<file path="config.mk">
export PLATFORM = sky130hd
export DESIGN_NAME = mem_port_arbiter_flat
export DESIGN_NICKNAME = d
export VERILOG_FILES = /design/src/rtl/mem_arb_pkg.sv /design/src/rtl/mem_port_arbiter_if.sv /design/src/rtl/mem_arb_starve_guard.sv /design/src/rtl/mem_port_arbiter.sv /design/src/flat_wrapper.sv
export SDC_FILE = /design/constraint.sdc
export NUM_CORES = 1
export LEC_CHECK = 0
export BUFFER_PORTS_ARGS = -buffer_cell sky130_fd_sc_hd__buf_2
export CAP_MARGIN = 20
export CORE_AREA = 2 2 93 95
export CTS_BUF_LIST = sky130_fd_sc_hd__clkbuf_8 sky130_fd_sc_hd__clkbuf_16
export CTS_CLUSTER_DIAMETER = 150
export DETAILED_ROUTE_END_ITERATION = 10
export DIE_AREA = 0 0 95 97
export PLACE_DENSITY = 0.51
export SLEW_MARGIN = 20
export SYNTH_ARGS = -nofsm -noshare
export SYNTH_HDL_FRONTEND = slang
export SYNTH_SLANG_ARGS = --single-unit
</file>
<file path="constraint.sdc">
create_clock -name clk -period 1.2 [get_ports clk]
set_input_delay 0 -clock clk [delete_from_list [all_inputs] [get_ports clk]]
set_output_delay 0 -clock clk [all_outputs]
set_load 0.03 [all_outputs]
</file>
<file path="src/rtl/mem_arb_pkg.sv">
// Shared types and defaults for the unified-memory port arbiter.
package mem_arb_pkg;
    typedef enum logic [1:0] {
        IDLE  = 2'd0,
        RD_IF = 2'd1,
        RD_D  = 2'd2
    } arb_state_e;

    localparam int STARVE_LIMIT_DEF = 4;
endpackage

</file>
<file path="src/rtl/mem_port_arbiter_if.sv">
// Fetch, data and memory-side signals of the arbiter; slave = arbiter, master = requesters + memory.
interface mem_port_arbiter_if #(
    parameter int MEM_DEPTH = 256
);
    localparam int AW = $clog2(MEM_DEPTH);

    logic          if_req;
    logic [31:0]   if_addr;
    logic          if_gnt;
    logic          if_rvalid;
    logic [31:0]   if_rdata;
    logic          d_req;
    logic          d_we;
    logic [31:0]   d_addr;
    logic [31:0]   d_wdata;
    logic          d_gnt;
    logic          d_rvalid;
    logic [31:0]   d_rdata;
    logic          mem_en;
    logic          mem_we;
    logic [AW-1:0] mem_addr;
    logic [31:0]   mem_wdata;
    logic [31:0]   mem_rdata;

    modport slave (
        input  if_req, if_addr, d_req, d_we, d_addr, d_wdata, mem_rdata,
        output if_gnt, if_rvalid, if_rdata, d_gnt, d_rvalid, d_rdata,
               mem_en, mem_we, mem_addr, mem_wdata
    );

    modport master (
        output if_req, if_addr, d_req, d_we, d_addr, d_wdata, mem_rdata,
        input  if_gnt, if_rvalid, if_rdata, d_gnt, d_rvalid, d_rdata,
               mem_en, mem_we, mem_addr, mem_wdata
    );
endinterface

</file>
<file path="src/rtl/mem_arb_starve_guard.sv">
// Counts idle cycles in which fetch asks but is refused; saturates and raises fetch_prio at the limit.
module mem_arb_starve_guard #(
    parameter int STARVE_LIMIT = mem_arb_pkg::STARVE_LIMIT_DEF
) (
    input  logic clk,
    input  logic reset,
    input  logic in_idle,
    input  logic if_req,
    input  logic if_gnt,
    output logic fetch_prio
);
    localparam int CW = $clog2(STARVE_LIMIT + 1);

    logic [CW-1:0] count_q, count_d;

    always_comb begin
        count_d = count_q;
        if (!if_req || if_gnt) begin
            count_d = '0;
        end else if (in_idle && (count_q != CW'(STARVE_LIMIT))) begin
            count_d = count_q + 1'b1;
        end
    end

    always_ff @(posedge clk or posedge reset) begin
        if (reset) begin
            count_q <= '0;
        end else begin
            count_q <= count_d;
        end
    end

    assign fetch_prio = (count_q == CW'(STARVE_LIMIT));
endmodule

</file>
<file path="src/rtl/mem_port_arbiter.sv">
// Arbitrates fetch and data ports onto one single-ported memory; reads take two cycles, writes one.
// Optional fetch starvation guard compiled in with MEM_ARB_STARVE_GUARD_EN.
module mem_port_arbiter
    import mem_arb_pkg::*;
#(
    parameter int MEM_DEPTH    = 256,
    parameter int STARVE_LIMIT = STARVE_LIMIT_DEF
) (
    input  logic                  clk,
    input  logic                  reset,
    mem_port_arbiter_if.slave     bus
);
    localparam int AW = $clog2(MEM_DEPTH);

    arb_state_e state_q, state_d;
    logic       fetch_prio;
    logic       if_gnt_c;

`ifdef MEM_ARB_STARVE_GUARD_EN
    mem_arb_starve_guard #(
        .STARVE_LIMIT (STARVE_LIMIT)
    ) u_starve_guard (
        .clk        (clk),
        .reset      (reset),
        .in_idle    (state_q == IDLE),
        .if_req     (bus.if_req),
        .if_gnt     (if_gnt_c),
        .fetch_prio (fetch_prio)
    );
`else
    assign fetch_prio = 1'b0;
`endif

    // Address bits below the word and above the memory size are dropped, so accesses wrap.
    logic unused_bits;
    assign unused_bits = ^{bus.if_addr[1:0], bus.if_addr[31:2+AW],
                           bus.d_addr[1:0], bus.d_addr[31:2+AW], STARVE_LIMIT[0]};

    always_comb begin
        state_d       = state_q;
        if_gnt_c      = 1'b0;
        bus.if_gnt    = 1'b0;
        bus.if_rvalid = 1'b0;
        bus.if_rdata  = '0;
        bus.d_gnt     = 1'b0;
        bus.d_rvalid  = 1'b0;
        bus.d_rdata   = '0;
        bus.mem_en    = 1'b0;
        bus.mem_we    = 1'b0;
        bus.mem_addr  = '0;
        bus.mem_wdata = '0;

        // Outputs are combinational, so hold them at zero for the whole of reset.
        if (!reset) begin
            unique case (state_q)
                IDLE: begin
                    if (bus.d_req && !(fetch_prio && bus.if_req)) begin
                        bus.d_gnt    = 1'b1;
                        bus.mem_en   = 1'b1;
                        bus.mem_addr = bus.d_addr[2 +: AW];
                        if (bus.d_we) begin
                            bus.mem_we    = 1'b1;
                            bus.mem_wdata = bus.d_wdata;
                        end else begin
                            state_d = RD_D;
                        end
                    end else if (bus.if_req) begin
                        if_gnt_c     = 1'b1;
                        bus.if_gnt   = 1'b1;
                        bus.mem_en   = 1'b1;
                        bus.mem_addr = bus.if_addr[2 +: AW];
                        state_d      = RD_IF;
                    end
                end
                RD_IF: begin
                    bus.if_rvalid = 1'b1;
                    bus.if_rdata  = bus.mem_rdata;
                    state_d       = IDLE;
                end
                RD_D: begin
                    bus.d_rvalid = 1'b1;
                    bus.d_rdata  = bus.mem_rdata;
                    state_d      = IDLE;
                end
                default: state_d = IDLE;
            endcase
        end
    end

    always_ff @(posedge clk or posedge reset) begin
        if (reset) begin
            state_q <= IDLE;
        end else begin
            state_q <= state_d;
        end
    end
endmodule

</file>
<file path="src/flat_wrapper.sv">
// flat-port wrapper written by rule: the top's interface ports become plain ports
module mem_port_arbiter_flat import mem_arb_pkg::*;
#(
    parameter int MEM_DEPTH    = 256,
    parameter int STARVE_LIMIT = STARVE_LIMIT_DEF
)
  (clk, reset, bus_if_req, bus_if_addr, bus_d_req, bus_d_we, bus_d_addr, bus_d_wdata, bus_mem_rdata, bus_if_gnt, bus_if_rvalid, bus_if_rdata, bus_d_gnt, bus_d_rvalid, bus_d_rdata, bus_mem_en, bus_mem_we, bus_mem_addr, bus_mem_wdata);
  mem_port_arbiter_if #(.MEM_DEPTH(MEM_DEPTH)) bus_i ();
  input  logic clk;
  input  logic reset;
  input wire logic [$bits(bus_i.if_req)-1:0] bus_if_req;
  input wire logic [$bits(bus_i.if_addr)-1:0] bus_if_addr;
  input wire logic [$bits(bus_i.d_req)-1:0] bus_d_req;
  input wire logic [$bits(bus_i.d_we)-1:0] bus_d_we;
  input wire logic [$bits(bus_i.d_addr)-1:0] bus_d_addr;
  input wire logic [$bits(bus_i.d_wdata)-1:0] bus_d_wdata;
  input wire logic [$bits(bus_i.mem_rdata)-1:0] bus_mem_rdata;
  output wire logic [$bits(bus_i.if_gnt)-1:0] bus_if_gnt;
  output wire logic [$bits(bus_i.if_rvalid)-1:0] bus_if_rvalid;
  output wire logic [$bits(bus_i.if_rdata)-1:0] bus_if_rdata;
  output wire logic [$bits(bus_i.d_gnt)-1:0] bus_d_gnt;
  output wire logic [$bits(bus_i.d_rvalid)-1:0] bus_d_rvalid;
  output wire logic [$bits(bus_i.d_rdata)-1:0] bus_d_rdata;
  output wire logic [$bits(bus_i.mem_en)-1:0] bus_mem_en;
  output wire logic [$bits(bus_i.mem_we)-1:0] bus_mem_we;
  output wire logic [$bits(bus_i.mem_addr)-1:0] bus_mem_addr;
  output wire logic [$bits(bus_i.mem_wdata)-1:0] bus_mem_wdata;
  assign bus_i.if_req = bus_if_req;
  assign bus_i.if_addr = bus_if_addr;
  assign bus_i.d_req = bus_d_req;
  assign bus_i.d_we = bus_d_we;
  assign bus_i.d_addr = bus_d_addr;
  assign bus_i.d_wdata = bus_d_wdata;
  assign bus_i.mem_rdata = bus_mem_rdata;
  assign bus_if_gnt = bus_i.if_gnt;
  assign bus_if_rvalid = bus_i.if_rvalid;
  assign bus_if_rdata = bus_i.if_rdata;
  assign bus_d_gnt = bus_i.d_gnt;
  assign bus_d_rvalid = bus_i.d_rvalid;
  assign bus_d_rdata = bus_i.d_rdata;
  assign bus_mem_en = bus_i.mem_en;
  assign bus_mem_we = bus_i.mem_we;
  assign bus_mem_addr = bus_i.mem_addr;
  assign bus_mem_wdata = bus_i.mem_wdata;
  mem_port_arbiter #(.MEM_DEPTH(MEM_DEPTH), .STARVE_LIMIT(STARVE_LIMIT)) u_core (.clk(clk), .reset(reset), .bus(bus_i));
endmodule
</file>
## Word level (Yosys, flattened, before mapping)

Cells that the tools add are included.

| cells by class | value |
|---|---|
| reductions and logical operators | 2 |
| add/subtract/negate cells | 0 |
| shift operators | 0 |
| multiplexer cells | 34 |
| div/mod/pow operators | 0 |
| multiply operators | 0 |
| equal/unequal tests | 4 |
| bitwise logic cells | 1 |
| $lt $le $gt $ge | 0 |

Operators by type and width:

| cell | number |
|---|---|
| 2-to-1 mux 32 bit | 8 |
| 2-to-1 mux 8 bit | 4 |
| 2-to-1 mux 1 bit | 18 |
| 2-to-1 mux 2 bit | 4 |
| inequality test 3 bit (second input constant) | 2 |
| AND reduction 3 bit | 1 |
| equality test 2 x 1 -> 1 bit (second input constant) | 1 |
| equality test 2 bit (second input constant) | 1 |
| logical NOT 2 bit | 1 |
| inverter 1 bit | 1 |

| storage, ports and cells | value |
|---|---|
| bits of input ports | 133 |
| bits in writable memories | 0 |
| bits in latches | 0 |
| output and inout port bits | 110 |
| ROM bits | 0 |
| memories | 0 |
| flip-flop bits (word level) | 2 |
| word-level logic and storage cells | 42 |

## Logic depth before layout (Yosys ltp)

Gate-level depths: netlist (run 1).

| logic depth | value |
|---|---|
| depth in word-level cells | 4 |
| gate-level depth with buffers | 3 |
| mapped depth without buffers | 2 |

## Worst setup path before layout (run 1)

No wires, ideal clock.

| path | value |
|---|---|
| path kind | register to output |
| from | reg u_core.state_q[1] |
| to | out bus_mem_addr[0] |
| setup slack | -0.303 ns |
| path buffers | 1 |
| arrival time | 1.503 ns |
| stages on the path, launching flop included | 4 |
| path through | dfrtp_1 or3_1 clkbuf_1 a21oi_1 |

| on the way | value |
|---|---|
| word-level cells in the longest chain between the ends | 3 |

RTL lines:

| what | line | source |
|---|---|---|
| from (decl) | mem_port_arbiter.sv:15 | `arb_state_e state_q, state_d;` |
| from (signal assigned) | mem_port_arbiter.sv:94 | `state_q <= state_d;` |
| logical NOT 2 bit | mem_port_arbiter.sv:55 | `unique case (state_q)` |
| 2-to-1 mux 8 bit | mem_port_arbiter.sv:55 |  |
| 2-to-1 mux 8 bit | mem_port_arbiter.sv:54 | `if (!reset) begin` |
| to (decl) | flat_wrapper.sv:26 | `output wire logic [$bits(bus_i.mem_addr)-1:0] bus_mem_addr;` |

No other way between the ends.

## Final worst setup path (run 1)

| path | value |
|---|---|
| from | reg u_core.state_q[0] |
| to | out bus_mem_wdata[12] |

| on the way | value |
|---|---|
| word-level cells in the longest chain between the ends | 3 |

RTL lines:

| what | line | source |
|---|---|---|
| logical NOT 2 bit | mem_port_arbiter.sv:55 |  |
| 2-to-1 mux 32 bit | mem_port_arbiter.sv:55 |  |
| 2-to-1 mux 32 bit | mem_port_arbiter.sv:54 |  |
| to (decl) | flat_wrapper.sv:27 | `output wire logic [$bits(bus_i.mem_wdata)-1:0] bus_mem_wdata;` |

No other way between the ends.

==> impl_metrics.yaml, run 1 <==
synth:
  postSynthCellCount: 151
  yosys_warnings: 0
  ys_ff_latch: 2
  synth_area_leaders: "and2_1 (43%), and3_1 (21%), nand3b_1 (6.3%)"
  yosysSeqAreaShare: 0.05284
  postSynthAreaPerCell_um2: 6.273
  netlist_area_um2: 947.2
  synth_top_area_frac: 0.4293
  synth_top_area_cell: "and2_1"
  syn_nets: 284
  yosysUniqueCellTypes: 18
clocking:
  clock_sinks: 2
  ctsRootBufferMaster: "clkbuf_8"
  cts_tree: "done"
  cts.clk_slew.worst_paths_ns: 0.03
  cts_buffer_depth: 2
  htreeDepth: 1
  clk_latency_ns: 0.21
  numCtsBuffers: 3
timing:
  tightest_slew_ns: 0.4651
  fmax_mhz: 637.8
  slew_viol_final: 0
  setup_tns_ns: -30.05
  whs_ns: 0.1345
  hold_viol_final: 0
  period_share: 1.307
  skew_ns: 0.0007550
  fin_ws_ns: -0.3678
  max-slew-margin-rel: 0.6900
  setup_violations: 112
  rsz0062_at_grt: "yes"
  min_period_ns: 1.568
job:
  drv_cap: 0
worst_setup_path:
  crit_required_ns: 1.20
  regToRegSetupSlack_ns: -0.08
  critPathMaxStageDelay_ns: 0.43
  reg2reg_depth: 3
  cp_top_family: "simple AND/OR/NAND/NOR gates"
  reg2reg_from: "u_core.state_q[1]$_DFFE_PP0P_"
  path_max_fanout: 17
  crit_chain: "nor4b_4 > buf_6 > buf_12 > and3_2 > buf_6"
  criticalPathCategory: "flip-flop to output pin"
  reg2reg_to: "u_core.state_q[0]$_DFFE_PP0P_"
  cpMaxStageDelayCell: "dfrtp_2"
  crit_path_frequent_cell: "buf_6"
  crit_arrival_ns: 1.57
  startpoint_type: "flip-flop"
  path_buf_inv: 3
  worstSetupEndpointType: "output pin"
  crit_cells: 5
final_layout:
  fill_cells: 850
  mostFrequentLayoutCells: "buf_2 (147), and2_2 (58), buf_6 (34)"
  reg_top3: "u_core.state_q x2"
  postLayoutCoreUtil: 0.3304
  fin_nets: 479
  largest_register_ffs: 2
  drive_gt1_frac: 0.8983
  final_common_cell: "buf_2"
  regArea_um2: 52.55
  regMostFlops: "u_core.state_q"
  diodes: 0
  multi_input_area_um2: 1076
  syn_to_final_growth_pct: 183.8
worst_hold_path:
  hold_start: "reset"
  hp-class: "primary input to flip-flop"
  min_to: "u_core.state_q[0]$_DFFE_PP0P_"
  min_path_cells: 3
detailed_routing:
  drt_iter0_drc: 41
  num_vias: 1781
  drt-vias-per-instance: 3.967
  postRouteAntennaNets: 0
  dr.pass1.iters: 4
  wirelength_mm: 5.803
  wl_per_cell_um: 12.92
  drcViolationCount: 0
power:
  leakage_nw: 1.571
  p_per_area_nw_per_um2: 483.6
  switching_power_mw: 0.5920
  seqPwrFrac: 0.066
  switching_share: 0.4554
  ir_drop_mv: 0.1499
  power_frac_clock: 0.201
  p_int_mw: 0.7078
  comb_power_share: 0.733
global_route:
  grt_usage: 0.1184
  grt_max_degree: 35
  grt_pass1_wl_mm: 8.576
  first_global_vias: 1762
  antenna_found_initial: 0
  grt_overflow_total: 0
place:
  gp_congestion: 0.7221
  place_hpwl_mm: 4.508
  portBuffers: 194
die:
  core.rowCount: 33
  core_um2: 8134
  die_width_um: 95
  ioPinCount: 243
  die_area_um2: 9215
  die_h_um: 97
  initial_core_util: 0.1164
status:
  violations: "negative setup slack"
  status: "finished with violations"
==> layer usage <==
layer / share of wire / global-route usage
met1: 0.37 / 0.1294
met2: 0.53 / 0.2231
met3: 0.094 / 0.03427
met4: 0.0052 / 0.02118
met5: 0 / 0
==> worst max path at each step <==
| stage | start | endpoint | slack [ns] |
|---|---|---|---|
| 6_report | u_core.state_q[0]$_DFFE_PP0P_ | bus_mem_wdata[12] | -0.37 |
| 5_1_grt | u_core.state_q[0]$_DFFE_PP0P_ | bus_mem_wdata[12] | -0.42 |
| 3_5_place_dp | u_core.state_q[0]$_DFFE_PP0P_ | bus_mem_wdata[22] | -0.18 |
| 2_1_floorplan | u_core.state_q[0]$_DFFE_PP0P_ | bus_mem_wdata[10] | -0.1 |
| 3_3_place_gp | u_core.state_q[1]$_DFFE_PP0P_ | u_core.state_q[0]$_DFFE_PP0P_ | -0.17 |
| 4_1_cts | u_core.state_q[0]$_DFFE_PP0P_ | bus_mem_wdata[22] | -0.37 |
==> cell usage after synthesis <==
library cell / n
nor4b_4: 1
nor3b_2: 2
dfrtp_1: 2
o21ai_0: 1
clkbuf_1: 9
a21oi_1: 8
nand2_1: 9
a22o_1: 1
and2_1: 65
inv_1: 2
nand2b_1: 1
buf_2: 3
nor2_1: 3
buf_1: 1
clkbuf_2: 2
nand3b_1: 8
or3_1: 1
and3_1: 32
==> metrics by stage <==
stage / cell area [µm²] / cells / worst slack [ns] / total power, mW
floorplan: 1209 / 151 / -0.09753 / 0.6172
global placement: 2322 / 441 / -0.1671 / 0.9274
detailed placement: 2322 / 441 / -0.1768 / 0.9380
CTS: 2676 / 448 / -0.3683 / 1.313
global route: 2688 / 449 / -0.4246 / 1.373
finish: 2688 / 449 / -0.3678 / 1.300
==> logic make-up (layout without fill, tap and decap cells) <==
logic type,count (synthesis),count (layout),synth area share
and+or+nand+nor,122,122,0.8164
AOI/OAI and AO/OA,10,10,0.05680
DFF,2,2,0.05284
buffers and inverters,17,210,0.07397
==> final cells by class <==
cell class	instances	area share
multi-input cells	132	0.4004
clock buffers	3	0.01536
flip-flops and latches	2	0.01955
well taps	105	0.04888
inverters	2	0.002793
repair buffers	205	0.5130
==> power groups by stage <==
stage	Combinational (mW)	Sequential [mW]	Clock [mW]
global route	1.02	0.0871	0.271
CTS	0.953	0.0862	0.273
floorplan	0.533	0.0838	0
detailed placement	0.852	0.0857	0
global placement	0.843	0.0847	0
finish	0.952	0.0862	0.261
==> worst reg2reg max path, delay by kind of cell, from the launching register on <==
kind	cells	cell delay, ns
AOI/OAI and AO/OA	1	0.16
buffers and inverters	1	0.18
DFF	1	0.43
and+or+nand+nor	1	0.43
==> what timing repair did <==
| action | CTS | global route |
|---|---|---|
| endpoints found under the setup margin | 111 | 112 |
| endpoints found under the hold margin | 2 | 0 |
| hold buffers | 1 | 0 |
| pin swaps | 2 | 0 |
| setup buffers | 2 | 1 |
| cloned | 1 | 0 |
| resized for setup | 88 | 1 |
No activity file was read; power rests on OpenSTA's default activity.
==> inputs of run 2 (changes only) <==
--- a/config.mk
+++ b/config.mk
@@ -5,14 +5,15 @@
 export SDC_FILE = /design/constraint.sdc
 export NUM_CORES = 1
 export LEC_CHECK = 0
+export ABC_AREA = 1
 export BUFFER_PORTS_ARGS = -buffer_cell sky130_fd_sc_hd__buf_2
 export CAP_MARGIN = 20
-export CORE_AREA = 2 2 93 95
+export CORE_AREA = 2 2 95 97
 export CTS_BUF_LIST = sky130_fd_sc_hd__clkbuf_8 sky130_fd_sc_hd__clkbuf_16
 export CTS_CLUSTER_DIAMETER = 150
 export DETAILED_ROUTE_END_ITERATION = 10
-export DIE_AREA = 0 0 95 97
-export PLACE_DENSITY = 0.51
+export DIE_AREA = 0 0 97 99
+export PLACE_DENSITY = 0.53
 export SLEW_MARGIN = 20
 export SYNTH_ARGS = -nofsm -noshare
 export SYNTH_HDL_FRONTEND = slang
==> run 2 against run 1 <==
  * The run still ends with negative setup slack left
  * Sequential share of layout area shrank 0.66 points
  * Synthesized area grew 33%
  * Core utilization grew 13 points
  * Critical endpoint is now bus_if_rdata[20]
  * Highest routed layer unchanged
==> impl_metrics.yaml, run 2 <==
job:
  drv_cap: 0
synth:
  postSynthCellCount: 227
  synth_area_leaders: "nor2_4 (29%), inv_1 (21%), nor2_1 (21%)"
  async_flop_share: 1.000
  synth_commonest_cells: "inv_1 (71), nor2_1 (71), nand2_1 (32), nor2_4 (32), buf_6 (5)"
  ys_ff_latch: 2
  syn_nets: 360
  yosysSeqAreaShare: 0.03964
  synth_top_area_cell: "nor2_4"
  yosys_warnings: 0
  synth-main-ff-cell: "dfrtp_1"
  synth_top_area_frac: 0.2854
  postSynthAreaPerCell_um2: 5.562
  synth_edf_count: 0
  yosysUniqueCellTypes: 15
  netlist_area_um2: 1262
timing:
  tightest_slew_ns: 0.2798
  skew_ns: 0.001796
  rsz0062_at_grt: "yes"
  setup_violations: 110
  fin_ws_ns: -0.2750
  hold_viol_final: 0
  max-slew-margin-rel: 0.8132
  period_share: 1.229
  setup_tns_ns: -24.06
  min_period_ns: 1.475
  fmax_mhz: 678.0
  slew_viol_final: 0
detailed_routing:
  wirelength_mm: 6.889
  drcViolationCount: 0
  num_vias: 2117
  drt-vias-per-instance: 3.877
  dr.pass1.iters: 4
  wl_per_cell_um: 12.62
  drt_iter0_drc: 24
  postRouteAntennaNets: 0
global_route:
  grt_usage: 0.1291
  grt_pass1_wl_mm: 10.30
  first_global_vias: 2154
  antenna_found_initial: 0
  grt_overflow_total: 0
  grt_max_degree: 18
place:
  portBuffers: 194
  place_hpwl_mm: 3.976
  gp_congestion: 0.6995
  dpl_worst_slack_ns: -0.1352
clocking:
  cts_buffer_depth: 2
  htreeDepth: 1
  clock_sinks: 2
  ctsRootBufferMaster: "clkbuf_8"
  numCtsBuffers: 3
  cts_tree: "done"
  clk_latency_ns: 0.21
  cts.clk_slew.worst_paths_ns: 0.03
worst_hold_path:
  hp-class: "primary input to flip-flop"
  hold_start: "bus_d_we"
  min_to: "u_core.state_q[1]$_DFFE_PP0P_"
  min_path_cells: 4
worst_setup_path:
  reg2reg_depth: 6
  regToRegSetupSlack_ns: 0.14
  reg2reg_to: "u_core.state_q[1]$_DFFE_PP0P_"
  criticalPathCategory: "flip-flop to output pin"
  startpoint_type: "flip-flop"
  worstSetupEndpointType: "output pin"
  crit_arrival_ns: 1.47
  path_max_fanout: 8
  reg2reg_from: "u_core.state_q[1]$_DFFE_PP0P_"
  crit_required_ns: 1.20
power:
  ir_drop_mv: 0.2794
  leakage_nw: 2.015
  p_int_mw: 1.198
  p_per_area_nw_per_um2: 635.4
  comb_power_share: 0.856
  switching_power_mw: 1.322
  power_frac_clock: 0.104
  seqPwrFrac: 0.040
  switching_share: 0.5246
status:
  violations: "negative setup slack"
  status: "finished with violations"
final_layout:
  syn_to_final_growth_pct: 214.2
  drive_gt1_frac: 0.7877
  fill_cells: 811
  mostFrequentLayoutCells: "buf_6 (108), nor2_4 (101), buf_2 (85)"
  final_common_cell: "buf_6"
  reg_top3: "u_core.state_q x2"
  largest_register_ffs: 2
  diodes: 0
  regMostFlops: "u_core.state_q"
  fin_nets: 573
die:
  initial_core_util: 0.1476
  die_h_um: 99
  die_width_um: 97
  core.rowCount: 34
  core_um2: 8551
  die_area_um2: 9603
  ioPinCount: 243
-- run 2: cell count changes in the layout (fill, tap and decap cells not counted), moves of 11 or more --
| cell | previous run | this run |
|---|---|---|
| and2_2 | 58 | 0 |
| and3_2 | 19 | 0 |
| buf_2 | 147 | 85 |
| buf_6 | 34 | 108 |
| inv_1 | 2 | 67 |
| nand2_2 | 0 | 11 |
| nor2_4 | 2 | 101 |
-- run 2: routing by layer --
metal	routed length, µm	up-vias	share of wire	track usage
li1	-	1035	-	-
met1	2341	973	0.34	0.1358
met2	4085	101	0.59	0.2596
met3	397	8	0.058	0.02411
met4	65	0	0.0094	0.03467
met5	0	-	0	0
-- run 2: how the worst max path moves through the flow --
stage,startpoint,to,slack [ns],depth (start not counted)
floorplan,u_core.state_q[0]$_DFFE_PP0P_,bus_mem_wdata[0],-0.10,5
global placement,u_core.state_q[1]$_DFFE_PP0P_,bus_mem_wdata[31],-0.11,6
detailed placement,u_core.state_q[1]$_DFFE_PP0P_,bus_mem_wdata[0],-0.14,6
CTS,u_core.state_q[1]$_DFFE_PP0P_,bus_mem_wdata[31],-0.26,7
global route,u_core.state_q[0]$_DFFE_PP0P_,bus_mem_addr[4],-0.37,7
finish,u_core.state_q[1]$_DFFE_PP0P_,bus_if_rdata[20],-0.27,6
-- run 2: final cells by class --
type	instances	area (µm²)	share of cell area
clock buffer	3	41.29	0.01041
tap	108	135.1	0.03407
sequential	2	51.30	0.01293
multi-input combinational	143	1408	0.3549
timing repair inverter	2	32.53	0.008202
timing repair buffer	214	1992	0.5022
inverter	74	306.5	0.07729
-- run 2: per-stage QoR --
stage	utilization	std cells	instance area [µm²]	hold WS, ns	power, mW
after floorplan	-	227	1445	-0.2338	1.068
after global placement	0.2903	524	2482	-0.05255	1.424
after detailed placement	0.2903	524	2482	-0.05392	1.433
after CTS	0.4222	541	3610	0.09769	2.305
after global routing	0.4639	546	3966	0.1321	2.668
final	0.4639	546	3966	0.09623	2.520
-- run 2: critical path, cell delays in order (launching register included) --
cell	delay, ns
dfrtp_2	0.43
buf_6	0.13
nor2_4	0.15
nand2_8	0.11
clkbuf_16	0.21
nor2_4	0.09
buf_6	0.13
-- run 2: cell families after synthesis --
group                  share of synthesized area
DFF                                      0.03964
buffers and inverters                     0.3201
and+or+nand+nor                           0.6402
-- run 2: what timing repair did --
| action | 4_1_cts | 5_1_grt |
|---|---|---|
| pin swaps | 1 | 4 |
| endpoints found under the hold margin | 2 | 0 |
| hold buffers | 1 | 0 |
| setup endpoints to repair | 110 | 110 |
| setup buffers | 5 | 2 |
| cloned | 8 | 3 |
| resized for setup | 262 | 66 |
-- run 2: power groups by stage --
stage	logic, mW	registers [mW]	clock network, mW
final	2.16	0.0999	0.262
after global routing	2.28	0.102	0.283
after CTS	1.93	0.0975	0.274
after detailed placement	1.34	0.0971	0
after global placement	1.33	0.0961	0
after floorplan	0.970	0.0977	0
==> inputs of run 3 (changes only) <==
--- a/config.mk
+++ b/config.mk
@@ -8,13 +8,14 @@
 export ABC_AREA = 1
 export BUFFER_PORTS_ARGS = -buffer_cell sky130_fd_sc_hd__buf_2
 export CAP_MARGIN = 20
-export CORE_AREA = 2 2 95 97
+export CORE_AREA = 2 2 93 95
 export CTS_BUF_LIST = sky130_fd_sc_hd__clkbuf_8 sky130_fd_sc_hd__clkbuf_16
 export CTS_CLUSTER_DIAMETER = 150
 export DETAILED_ROUTE_END_ITERATION = 10
-export DIE_AREA = 0 0 97 99
-export PLACE_DENSITY = 0.53
+export DIE_AREA = 0 0 95 97
+export PLACE_DENSITY = 0.54
 export SLEW_MARGIN = 20
 export SYNTH_ARGS = -nofsm -noshare
 export SYNTH_HDL_FRONTEND = slang
+export SYNTH_HIERARCHICAL = 1
 export SYNTH_SLANG_ARGS = --single-unit
==> run 3 against run 2 <==
  * The run still ends with negative setup slack left
  * Wire length is 21% lower
  * Sequential power is 11% lower
  * Sequential cell count stayed put
  * Synthesized area is 6.9% lower
  * Combinational power is 36% lower
  * Sequential share of layout area is 0.34 points higher
  * Largest power group unchanged
==> impl_metrics.yaml, run 3 <==
synth:
  postSynthAreaPerCell_um2: 5.199
  synth_commonest_cells: "inv_1 (72), nor2_1 (68), nor3_2 (29)"
  synth_most_common_cell: "inv_1"
  synth-main-ff-cell: "dfrtp_1"
  netlist_area_um2: 1175
  synth_area_leaders: "nor3_2 (25%), inv_1 (23%), nor2_1 (22%)"
  yosysSeqAreaShare: 0.04260
  synth_top_area_frac: 0.2471
  ys_ff_latch: 2
  syn_nets: 359
  synth_top_area_cell: "nor3_2"
  async_flop_share: 1.000
  postSynthCellCount: 226
  synth_edf_count: 0
  yosysUniqueCellTypes: 17
  yosys_warnings: 6
detailed_routing:
  wirelength_mm: 5.462
  drcViolationCount: 0
  drt_iter0_drc: 46
  postRouteAntennaNets: 0
  wl_per_cell_um: 10.33
  dr.pass1.iters: 4
  drt-vias-per-instance: 3.877
  num_vias: 2051
die:
  die_h_um: 97
  core.rowCount: 33
  ioPinCount: 243
  core_um2: 8134
  initial_core_util: 0.1444
  die_area_um2: 9215
  die_width_um: 95
worst_setup_path:
  crit_arrival_ns: 1.36
  path_max_fanout: 8
  startpoint_type: "flip-flop"
  criticalPathCategory: "flip-flop to output pin"
  worstSetupEndpointType: "output pin"
  crit_required_ns: 1.20
clocking:
  numCtsBuffers: 3
  cts_setup_buffers: 0
  cts_buffer_depth: 2
  ctsRootBufferMaster: "clkbuf_8"
  cts_tree: "done"
  clock_sinks: 2
  htreeDepth: 1
  cts.clk_slew.worst_paths_ns: 0.03
  clk_latency_ns: 0.21
final_layout:
  largest_register_ffs: 2
  fill_cells: 835
  final_common_cell: "buf_2"
  fin_nets: 559
  regMostFlops: "u_core/state_q"
  postLayoutCoreUtil: 0.3959
  regArea_um2: 52.55
  multi_input_area_um2: 1061
  syn_to_final_growth_pct: 174.1
  mostFrequentLayoutCells: "buf_2 (84), inv_1 (70), buf_4 (62)"
  drive_gt1_frac: 0.6557
  diodes: 0
  reg_top3: "u_core/state_q x2"
global_route:
  grt_usage: 0.1042
  grt_overflow_total: 0
  antenna_found_initial: 0
  first_global_vias: 1924
  grt_max_degree: 34
  grt_pass1_wl_mm: 7.948
place:
  portBuffers: 194
  dpl_worst_slack_ns: -0.03104
  gp_congestion: 0.7672
  place_hpwl_mm: 4.067
timing:
  rsz0062_at_grt: "yes"
  period_share: 1.135
  max-slew-margin-rel: 0.8470
  min_period_ns: 1.363
  tightest_slew_ns: 0.2295
  skew_ns: 0.002424
  fin_ws_ns: -0.1626
  slew_viol_final: 0
  whs_ns: 0.07671
  hold_viol_final: 0
  setup_violations: 109
  fmax_mhz: 733.9
power:
  ir_drop_mv: 0.3508
  p_per_area_nw_per_um2: 535.5
  leakage_nw: 1.898
status:
  status: "finished with violations"
  violations: "negative setup slack"
job:
  drv_cap: 0
worst_hold_path:
  hp-class: "primary input to flip-flop"
==> run 3: final timing paths <==
kind | from | depth (start not counted) | slack (ns) | to
setup / recovery | u_core/state_q[0]$_DFFE_PP0P_ | 5 | -0.16 | bus_mem_wdata[9]
hold / removal | reset | 3 | 0.08 | u_core/state_q[1]$_DFFE_PP0P_
min in group asynchronous | reset | 3 | 0.30 | u_core/state_q[0]$_DFFE_PP0P_
max in group asynchronous | reset | 3 | 0.76 | u_core/state_q[1]$_DFFE_PP0P_
setup reg to reg | u_core/state_q[0]$_DFFE_PP0P_ | 4 | 0.10 | u_core/state_q[0]$_DFFE_PP0P_
hold reg to reg | u_core/state_q[0]$_DFFE_PP0P_ | 2 | 0.57 | u_core/state_q[0]$_DFFE_PP0P_
==> run 3: cells by family (layout without fill, tap and decap cells) <==
logic type,count (synthesis),after routing,synth area share
compound gates,11,11,0.05963
buf+inv,87,285,0.3163
flops,2,2,0.04260
simple gates,126,126,0.5815
==> run 3: where the power goes <==
part,internal (mW),leakage [nW],switching [mW],total [mW]
sequential,0.0773,0.0235,0.0119,0.0893
combinational,0.549,1.85,0.826,1.38
clock,0.212,0.0216,0.0484,0.260
==> run 3: timing repair <==
| action | 4_1_cts | 5_1_grt |
|---|---|---|
| setup endpoints to repair | 110 | 111 |
| hold buffers | 1 | 0 |
| pin swaps | 2 | 2 |
| resized for setup | 162 | 32 |
| gates cloned | 0 | 1 |
| hold endpoints to repair | 2 | 0 |
==> run 3: worst max-delay path, cell delays in order (launching register included) <==
cell       delay (ns)
dfrtp_2          0.42
nor2_4           0.14
nand2_4          0.11
clkbuf_16        0.20
nor3_4           0.12
buf_6            0.15
==> run 3: metal layers <==
layer  track usage  part of all wire  up-vias
met1        0.1057              0.36      883
met4       0.03010             0.011        0
li1              -                 -     1039
met5             0                 0        -
met3       0.01947             0.095        8
met2        0.2079              0.54      121
==> run 3: cell type report <==
class	count	area share
Clock buffer	3	0.01282
Sequential cell	2	0.01632
Tap cell	105	0.04079
Timing Repair Buffer	209	0.5155
Inverter	73	0.08508
Multi-Input combinational cell	137	0.3294
==> run 3: per-stage QoR <==
| stage | TNS (ns) | total power, mW | instance area, µm² | std cells |
|---|---|---|---|---|
| after global placement | -0.03453 | 1.244 | 2570 | 524 |
| after CTS | -13.53 | 1.679 | 3097 | 528 |
| after global routing | -18.89 | 1.837 | 3221 | 529 |
| after detailed placement | -0.1739 | 1.250 | 2570 | 524 |
| final | -12.20 | 1.725 | 3221 | 529 |
| after floorplan | -0.4062 | 0.8480 | 1380 | 226 |
